$ cat src/rtl/vmicro16_apb_arbiter_pkg.sv
// Shared APB definitions for the vmicro16 bus blocks: FSM encodings,
// a log2 helper and the read-data value returned on a watchdog abort.
package vmicro16_apb_defs;

    typedef enum logic [1:0] {
        APB_IDLE   = 2'd0,
        APB_SETUP  = 2'd1,
        APB_ACCESS = 2'd2
    } apb_state_e;

    localparam logic [63:0] TIMEOUT_RDATA = '1;

    // Ceiling log2, never less than 1 so it can size a vector directly.
    function automatic int clog2(input int value);
        int r;
        r = 0;
        while ((1 << r) < value) r++;
        return (r < 1) ? 1 : r;
    endfunction

endpackage

$ cat src/rtl/vmicro16_apb_arbiter_rr.sv
// Combinational rotate-priority picker: first requester at or after ptr,
// wrapping modulo N.
module vmicro16_rr_arbiter
    import vmicro16_apb_defs::*;
#(
    parameter  int N  = 2,
    localparam int IW = clog2(N)
) (
    input  logic [N-1:0]  req,
    input  logic [IW-1:0] ptr,
    output logic          valid,
    output logic [IW-1:0] idx
);

    // Walk the candidates from farthest to nearest so the nearest one wins.
    always_comb begin
        // NOTE: every output gets a default before any branch, otherwise an
        // incomplete path in always_comb infers a latch.
        valid = 1'b0;
        idx   = '0;
        for (int k = N - 1; k >= 0; k--) begin
            if (req[(int'(ptr) + k) % N]) begin
                valid = 1'b1;
                idx   = IW'((int'(ptr) + k) % N);
            end
        end
    end

endmodule

$ cat src/rtl/vmicro16_apb_arbiter.sv
// Multi-master to single APB bus bridge: round-robin grant, SETUP/ACCESS
// sequencing, slave-select decode, response routing and optional watchdog.
module vmicro16_apb_arbiter
    import vmicro16_apb_defs::*;
#(
    parameter  int MASTER_PORTS = 2,
    parameter  int SLAVE_PORTS  = 5,
    parameter  int BUS_WIDTH    = 16,
    parameter  int SEL_LSB      = 8,
    parameter  int TIMEOUT      = 0,
    localparam int SW           = clog2(SLAVE_PORTS),
    localparam int GW           = clog2(MASTER_PORTS)
) (
    input  logic                           clk,
    input  logic                           reset,
    input  logic [MASTER_PORTS*BUS_WIDTH-1:0] S_PADDR,
    input  logic [MASTER_PORTS-1:0]        S_PWRITE,
    input  logic [MASTER_PORTS-1:0]        S_PSELx,
    input  logic [MASTER_PORTS-1:0]        S_PENABLE,
    input  logic [MASTER_PORTS*BUS_WIDTH-1:0] S_PWDATA,
    output logic [MASTER_PORTS*BUS_WIDTH-1:0] S_PRDATA,
    output logic [MASTER_PORTS-1:0]        S_PREADY,
    output logic [BUS_WIDTH-1:0]           M_PADDR,
    output logic                           M_PWRITE,
    output logic [SLAVE_PORTS-1:0]         M_PSELx,
    output logic                           M_PENABLE,
    output logic [BUS_WIDTH-1:0]           M_PWDATA,
    input  logic [BUS_WIDTH-1:0]           M_PRDATA,
    input  logic                           M_PREADY,
    output logic [GW-1:0]                  grant,
    output logic                           timeout_err
);

    localparam int WD_W = clog2(TIMEOUT + 1);
    localparam logic [WD_W-1:0] WD_LAST = (TIMEOUT > 0) ? WD_W'(TIMEOUT - 1) : '0;

    apb_state_e           state_q, state_d;
    logic [GW-1:0]        grant_q, grant_d;
    logic [GW-1:0]        rr_ptr_q, rr_ptr_d;
    logic [WD_W-1:0]      wd_cnt_q, wd_cnt_d;
    logic [BUS_WIDTH-1:0] paddr_q, paddr_d;
    logic [BUS_WIDTH-1:0] pwdata_q, pwdata_d;
    logic                 pwrite_q, pwrite_d;

    logic                 pick_valid;
    logic [GW-1:0]        pick_idx;
    logic [SW-1:0]        slave_idx;
    logic                 slave_hit;
    logic                 bus_active;
    logic                 rsp_valid;
    logic [BUS_WIDTH-1:0] rsp_data;
    logic [GW-1:0]        grant_next;
    logic                 unused_penable;

    // Masters' own enable phase is meaningless here; phases are regenerated.
    assign unused_penable = ^S_PENABLE;

    vmicro16_rr_arbiter #(.N(MASTER_PORTS)) u_rr (
        .req   (S_PSELx),
        .ptr   (rr_ptr_q),
        .valid (pick_valid),
        .idx   (pick_idx)
    );

    assign slave_idx  = paddr_q[SEL_LSB +: SW];
    assign slave_hit  = int'(slave_idx) < SLAVE_PORTS;
    assign bus_active = (state_q == APB_SETUP) || (state_q == APB_ACCESS);
    assign grant_next = (grant_q == GW'(MASTER_PORTS - 1)) ? '0 : grant_q + GW'(1);

    assign M_PADDR   = paddr_q;
    assign M_PWDATA  = pwdata_q;
    assign M_PWRITE  = pwrite_q;
    assign M_PENABLE = (state_q == APB_ACCESS);
    assign grant     = grant_q;

    always_comb begin
        M_PSELx = '0;
        for (int s = 0; s < SLAVE_PORTS; s++) begin
            M_PSELx[s] = bus_active && slave_hit && (slave_idx == SW'(s));
        end
    end

    always_comb begin
        state_d     = state_q;
        grant_d     = grant_q;
        rr_ptr_d    = rr_ptr_q;
        wd_cnt_d    = wd_cnt_q;
        paddr_d     = paddr_q;
        pwdata_d    = pwdata_q;
        pwrite_d    = pwrite_q;
        rsp_valid   = 1'b0;
        rsp_data    = '0;
        timeout_err = 1'b0;
        unique case (state_q)
            APB_IDLE: begin
                if (pick_valid) begin
                    grant_d  = pick_idx;
                    paddr_d  = S_PADDR[int'(pick_idx)*BUS_WIDTH +: BUS_WIDTH];
                    pwdata_d = S_PWDATA[int'(pick_idx)*BUS_WIDTH +: BUS_WIDTH];
                    pwrite_d = S_PWRITE[pick_idx];
                    state_d  = APB_SETUP;
                end
            end
            APB_SETUP: begin
                wd_cnt_d = '0;
                state_d  = APB_ACCESS;
            end
            APB_ACCESS: begin
                // A decode miss is answered locally with zero data; writes vanish.
                if (!slave_hit) begin
                    rsp_valid = 1'b1;
                end else if (M_PREADY) begin
                    rsp_valid = 1'b1;
                    rsp_data  = M_PRDATA;
                end else if (TIMEOUT > 0 && wd_cnt_q == WD_LAST) begin
                    rsp_valid   = 1'b1;
                    rsp_data    = BUS_WIDTH'(TIMEOUT_RDATA);
                    timeout_err = 1'b1;
                end else if (TIMEOUT > 0) begin
                    wd_cnt_d = wd_cnt_q + WD_W'(1);
                end
                if (rsp_valid) begin
                    rr_ptr_d = grant_next;
                    state_d  = APB_IDLE;
                end
            end
            default: state_d = APB_IDLE;
        endcase
    end

    // Only the granted master ever sees a response; everyone else reads zero.
    always_comb begin
        S_PREADY = '0;
        S_PRDATA = '0;
        if (rsp_valid) begin
            S_PREADY[grant_q] = 1'b1;
            S_PRDATA[int'(grant_q)*BUS_WIDTH +: BUS_WIDTH] = rsp_data;
        end
    end

    always_ff @(posedge clk or posedge reset) begin
        // NOTE: state registers use non-blocking assignments so every flop
        // samples pre-edge values regardless of statement order.
        if (reset) begin
            state_q  <= APB_IDLE;
            grant_q  <= '0;
            rr_ptr_q <= '0;
            wd_cnt_q <= '0;
            paddr_q  <= '0;
            pwdata_q <= '0;
            pwrite_q <= 1'b0;
        end else begin
            state_q  <= state_d;
            grant_q  <= grant_d;
            rr_ptr_q <= rr_ptr_d;
            wd_cnt_q <= wd_cnt_d;
            paddr_q  <= paddr_d;
            pwdata_q <= pwdata_d;
            pwrite_q <= pwrite_d;
        end
    end

endmodule

$ cat config.mk
export PLATFORM = sky130hd
export DESIGN_NAME = vmicro16_apb_arbiter
export DESIGN_NICKNAME = d
export VERILOG_FILES = /design/src/rtl/vmicro16_apb_arbiter_pkg.sv /design/src/rtl/vmicro16_apb_arbiter_rr.sv /design/src/rtl/vmicro16_apb_arbiter.sv
export SDC_FILE = /design/constraint.sdc
export NUM_CORES = 1
export LEC_CHECK = 0
export CORE_ASPECT_RATIO = 1.2
export CORE_MARGIN = 3
export CORE_UTILIZATION = 31
export CTS_CLUSTER_DIAMETER = 100
export DETAILED_ROUTE_END_ITERATION = 8
export PLACE_DENSITY_LB_ADDON = 0.08
export SYNTH_ARGS = -nofsm -noshare
export SYNTH_HDL_FRONTEND = slang
export SYNTH_SLANG_ARGS = --single-unit
$ cat constraint.sdc
create_clock -name clk -period 4.2 [get_ports clk]
set_clock_uncertainty 0.05 [all_clocks]
set_input_delay 0.63 -clock clk [delete_from_list [all_inputs] [get_ports clk]]
set_output_delay 0.63 -clock clk [all_outputs]
set_load 0.03 [all_outputs]
==> results of run 1 <==
==> cells in the final DEF, fill, tap and decap left out <==
master,n
dfrtp_1,37
a21bo_2,1
ha_1,4
and2b_1,1
clkdlybuf4s50_1,160
clkbuf_8,6
or2b_1,1
a31oi_1,33
nor3_1,2
nand2b_1,2
nor3b_1,1
o21a_4,1
a32oi_1,1
buf_4,3
inv_1,6
nand2_1,17
clkbuf_1,1
conb_1,1
nor2_1,70
mux2_2,3
o21ai_2,1
o21ai_0,34
nand3_1,36
==> final cells by class <==
class	count	area, um^2
fillers	670	2783
multi-input cells	209	1059
inverters	6	22.52
flip-flops and latches	37	925.9
clock buffers	7	86.33
repair buffers	163	1624
well taps	85	106.4
==> path summary, 6_finish.rpt <==
check / from / end / slack (ps) / cells past startpoint
max: M_PREADY / S_PRDATA[2] / 980 / 4
min: rr_ptr_q$_DFFE_PP0P_ / rr_ptr_q$_DFFE_PP0P_ / 470 / 1
max reg2reg: state_q[0]$_DFFE_PP0P_ / rr_ptr_q$_DFFE_PP0P_ / 2370 / 4
min reg2reg: rr_ptr_q$_DFFE_PP0P_ / rr_ptr_q$_DFFE_PP0P_ / 470 / 1
max in group asynchronous: reset / M_PADDR[1]$_DFFE_PP0P_ / 2540 / 3
min in group asynchronous: reset / M_PWDATA[10]$_DFFE_PP0P_ / 810 / 2
==> layer usage <==
metal  vias to the layer above  share of wire, %
met4                         0              0.87
met5                         -                 0
met3                         6                13
li1                       1241                 -
met2                       107                48
met1                      1115                38
==> registers in the layout (all words and copies together) (netlist names) <==
signal and flops:
M_PWRITE 1, M_PADDR 16, M_PWDATA 16, grant 1, rr_ptr_q 1, state_q 2
==> power by group <==
group          total, mW  switching, mW  internal [mW]
combinational       1.49          0.887          0.606
sequential         0.649          0.110          0.539
clock              0.247          0.117          0.130
total               2.39           1.11           1.28
==> metrics by stage <==
stage,cells,hold WS (ps)
6_report,507,467.7
5_1_grt,507,497.5
4_1_cts,507,473.8
3_5_place_dp,500,457.8
3_3_place_gp,500,450.5
2_1_floorplan,278,435.7
==> critical path: cells and delay by family <==
kind                   cells  cell delay [ps]
buffers and inverters      2             1210
AND/OR/NAND/NOR            2              700
==> cells by family (layout without fill, tap and decap cells) <==
logic type      count (synthesis)  in the layout  share of synthesized area, %
mux                             3              3                         1.562
simple gates                  130            130                         25.52
flops                          37             37                         42.82
compound gates                 71             71                         19.39
other cells                     1              1                        0.1734
fa+ha+maj                       4              4                         2.315
buf+inv                        32            176                         8.217
==> cells in the mapped netlist, drive strengths merged <==
library cell and instances:
or2b 1, nor3b 1, a32oi 1, mux2 3, buf 18, dfrtp 37
nor3 2, nand3 36, clkbuf 8, nand2 17, a21bo 1, and2b 1
ha 4, o21a 1, a31oi 33, nand2b 2, nor2 70, o21ai 35
inv 6, conb 1
==> results_dict.tcl, run 1 <==
set metrics [dict create \
    finish.utilization_pct 57.88 \
    syn_nets 371 \
    cts_max_level 2 \
    cts_made_buffers 5 \
    synthDistinctLibCells 25 \
    cts_buffer_depth 2 \
    hp-class "reg2reg" \
    die_x_um 82.24 \
    antenna_found_initial 0 \
    worstPathCellList "clkdlybuf4s50_1 -> nand3_1 -> nor2_1 -> clkdlybuf4s50_1" \
    antenna_left 0 \
    clk_pin_slew_ps 60 \
    grt-ovfl-total 0 \
    worstMarginPinSlew_ps 1043 \
    die_y_um 97.49 \
    finalSetupViolCount 0 \
    die_area_um2 8017 \
    synth_area_per_cell_um2 7.777 \
    maxCapViolations 0 \
    grt_use_met2_pct 29.75 \
    yosysSeqAreaShare_pct 42.82 \
    drv_slew 0 \
    gp_congestion 0.6590 \
    ios 164 \
    fin_area_um2 3824 \
    place_worst_setup_slack_ps 972.3 \
    place_hpwl_um 5420 \
    drive_above_1_share_pct 3.555 \
    status "finished clean" \
    hold_viol 0 \
    wl_per_cell_um 14.29 \
    grt_util_all_layers_pct 17.63 \
    crit_fanout 16 \
    fin_ws_ps 979.2 \
    worstPathArrival_ps 2540 \
    syn-cell-area_um2 2162 \
    grt_pass1_vias 2291 \
    synth_warnings 0 \
    cts_sinks 37 \
    cts_hold_buf 0 \
    synth_area_leaders "dfrtp_1 43%, nor2_1 12%, a31oi_1 9.5%" \
    via_per_inst 4.870 \
    dr.first_iter.drc_count 110 \
    synthCells 278 \
    grt_pass1_wl_um 11250 \
    drtPass1Iterations 4 \
    yosys.area.top_type "dfrtp_1" \
    start_util_pct 32.73 \
    clkLatencyLatePin_ps 270 \
    placement.io_buffers 160 \
    antennaDiodeCount 0 \
    fin_crit_ps 3221 \
    route.final.wire_length_um 7246 \
    core_um2 6606 \
    cts_root_buf "clkbuf_8" \
    synth_top_area_share_pct 42.82 \
    rsz0062_at_grt "false" \
    cts_tree "built" \
    grt_max_degree 68 \
    postCtsSetupBuffers 0 \
    grt.busiest_layer "met2" \
    finalCritPeriodShare_pct 76.68 \
    worstSetupPathType "in2out" \
    placed_cell_area_um2 3737 \
    cpPeakStageDelay_ps 710 \
    cpMaxStageDelayCell "clkdlybuf4s50_1" \
    met1_usage_pct 20.61 \
    nNetsFinal 515 \
    postCtsResizedCells 0 \
    syn2layout_area_growth_pct 76.85 \
    power.density_nw_per_um2 624.8 \
    fin_tns_setup_ps 0 \
    ys_seq_elements 37 \
    power_mw 2.389 \
    met3_usage_pct 6.957 \
    power_leakage_nw 1.429 \
    worstSetupEndpointType "output port" \
    drc 0 \
    dr_total_vias 2469 \
    crit_top_cell "clkdlybuf4s50_1" \
    ir_worst_vdd_mv 0.3481 \
    max_slew_margin_pct 30.49 \
    start_kind "input pin" \
    num_rows 32 \
    max_freq_ghz 0.3105 \
    worstPathRequired_ps 3520 \
]
No activity file was read; power rests on OpenSTA's default activity.
==> run 2: changes to the inputs <==
==> constraint.sdc (replaced) <==
create_clock -name clk -period 2.6 [get_ports clk]
set_clock_uncertainty 0.05 [all_clocks]
set_input_delay 0.39 -clock clk [delete_from_list [all_inputs] [get_ports clk]]
set_output_delay 0.39 -clock clk [all_outputs]
set_load 0.03 [all_outputs]
==> run 2 against run 1 <==
Effect of this change: final cell count rose by 1.6%; via count is 1.3% higher; highest routed layer unchanged; register-to-register slack worse by 1400 ps.
==> results_dict.tcl, run 2 (same netlist as run 1, synthesis figures left out) <==
set metrics [dict create \
    status "finished clean" \
    hp-class "in2async" \
    wl_met3_um 980 \
    antenna_found_initial 0 \
    cts_sinks 37 \
    die_area_um2 8017 \
    grt_pass1_vias 2413 \
    rsz0062_at_grt "false" \
    ir_worst_vdd_mv 0.5125 \
    grt_util_all_layers_pct 18.41 \
    grt_pass1_wl_um 11760 \
    drv_slew 0 \
    top_layer "met4" \
    core_um2 6606 \
    regArea_um2 925.9 \
    clk_pin_slew_ps 70 \
    cts_tree "built" \
    dr.first_iter.drc_count 92 \
    postCtsSetupBuffers 0 \
    placedCellCount 508 \
    wl_met2_um 3620 \
    finalCritPeriodShare_pct 92.48 \
    most-common-layout-cells "127 x clkdlybuf4s50_1, 70 x nor2_1, 41 x buf_4" \
    die_y_um 97.49 \
    fin_crit_ps 2404 \
    final_common_cell "clkdlybuf4s50_1" \
    start_util_pct 32.73 \
    placement.io_buffers 160 \
    syn2layout_area_growth_pct 77.20 \
    fin_area_um2 3831 \
    instances_no_fill 515 \
    placed_cell_area_um2 3742 \
    max_freq_ghz 0.4159 \
    finalSetupViolCount 0 \
    drive_above_1_share_pct 12.79 \
    wl_per_cell_um 14.44 \
    fin_ws_ps 195.6 \
    grt_max_degree 49 \
    grt-ovfl-total 0 \
    multi_input_area_um2 1059 \
    route.final.wire_length_um 7437 \
    worstPathArrival_ps 1960 \
    via_per_inst 4.856 \
    cts_made_buffers 5 \
    power_mw 3.933 \
    hold_ws_ps 406.8 \
    place_hpwl_um 5557 \
    cts_max_level 2 \
    cts_root_buf "clkbuf_8" \
    fillers 638 \
    drc 0 \
    cts_buffer_depth 2 \
    hold_viol 0 \
    nNetsFinal 523 \
    power_leakage_nw 1.560 \
    dr_total_vias 2501 \
    num_rows 32 \
    start_kind "register" \
    antenna_left 0 \
    ios 164 \
    worstSetupPathType "reg2out" \
    worstMarginPinSlew_ps 945.5 \
    worstPathRequired_ps 2160 \
    antennaDiodeCount 0 \
    place_worst_setup_slack_ps 203.4 \
    clkLatencyLatePin_ps 270 \
    finish.utilization_pct 57.99 \
    die_x_um 82.24 \
    ff2ff_setup_slack_ps 940 \
    fin_tns_setup_ps 0 \
    maxCapViolations 0 \
    max_slew_margin_pct 36.89 \
    drtPass1Iterations 5 \
    met1_length_um 2754 \
    worstSetupEndpointType "output port" \
    crit_fanout 3 \
    power.density_nw_per_um2 1026 \
    gp_congestion 0.6833 \
]
[run 2: cell count changes in the layout (fill, tap and decap cells not counted)]
cell / change
clkdlybuf4s50_1: -33
buf_4: +38
buf_12: +2
dlymetal6s2s_1: +1
[run 2: where the power goes]
part	leakage, nW	internal (mW)	switching (mW)	total (mW)
sequential	0.416	0.870	0.181	1.05
combinational	1.10	1.03	1.45	2.48
clock	0.0443	0.210	0.193	0.404
total	1.56	2.11	1.82	3.93
[run 2: area by class of cell]
class	count	area share (%)
Clock buffer	7	2.253
Inverter	6	0.5879
Multi-Input combinational cell	209	27.63
Sequential cell	37	24.17
Tap cell	85	2.776
Timing Repair Buffer	171	42.59
[run 2: critical path, cell delays in order, from the launching register on]
cell and delay (ps):
dfrtp_1 400, inv_1 110, ha_1 170, a21bo_2 240
nor2_1 80, clkdlybuf4s50_1 690
[run 2: path summary, 6_finish.rpt]
path,startpoint,end,cells past startpoint
max in group asynchronous,reset,M_PADDR[10]$_DFFE_PP0P_,3
hold reg to reg,rr_ptr_q$_DFFE_PP0P_,rr_ptr_q$_DFFE_PP0P_,1
min in group clk,rr_ptr_q$_DFFE_PP0P_,rr_ptr_q$_DFFE_PP0P_,1
setup / recovery,state_q[0]$_DFFE_PP0P_,S_PREADY[0],5
setup reg to reg,state_q[0]$_DFFE_PP0P_,state_q[0]$_DFFE_PP0P_,5
hold / removal,reset,M_PWDATA[9]$_DFFE_PP0P_,2
[run 2: repair_timing]
action	CTS	global route
hold buffers	0	0
endpoints found under the setup margin	0	1
resized for setup	0	1
endpoints found under the hold margin	0	0
[run 2: layer usage]
metal	vias to the layer above	GRT usage [%]
li1	1254	-
met1	1123	21.16
met2	116	31.42
met3	8	7.143
met4	0	4.220
met5	-	0
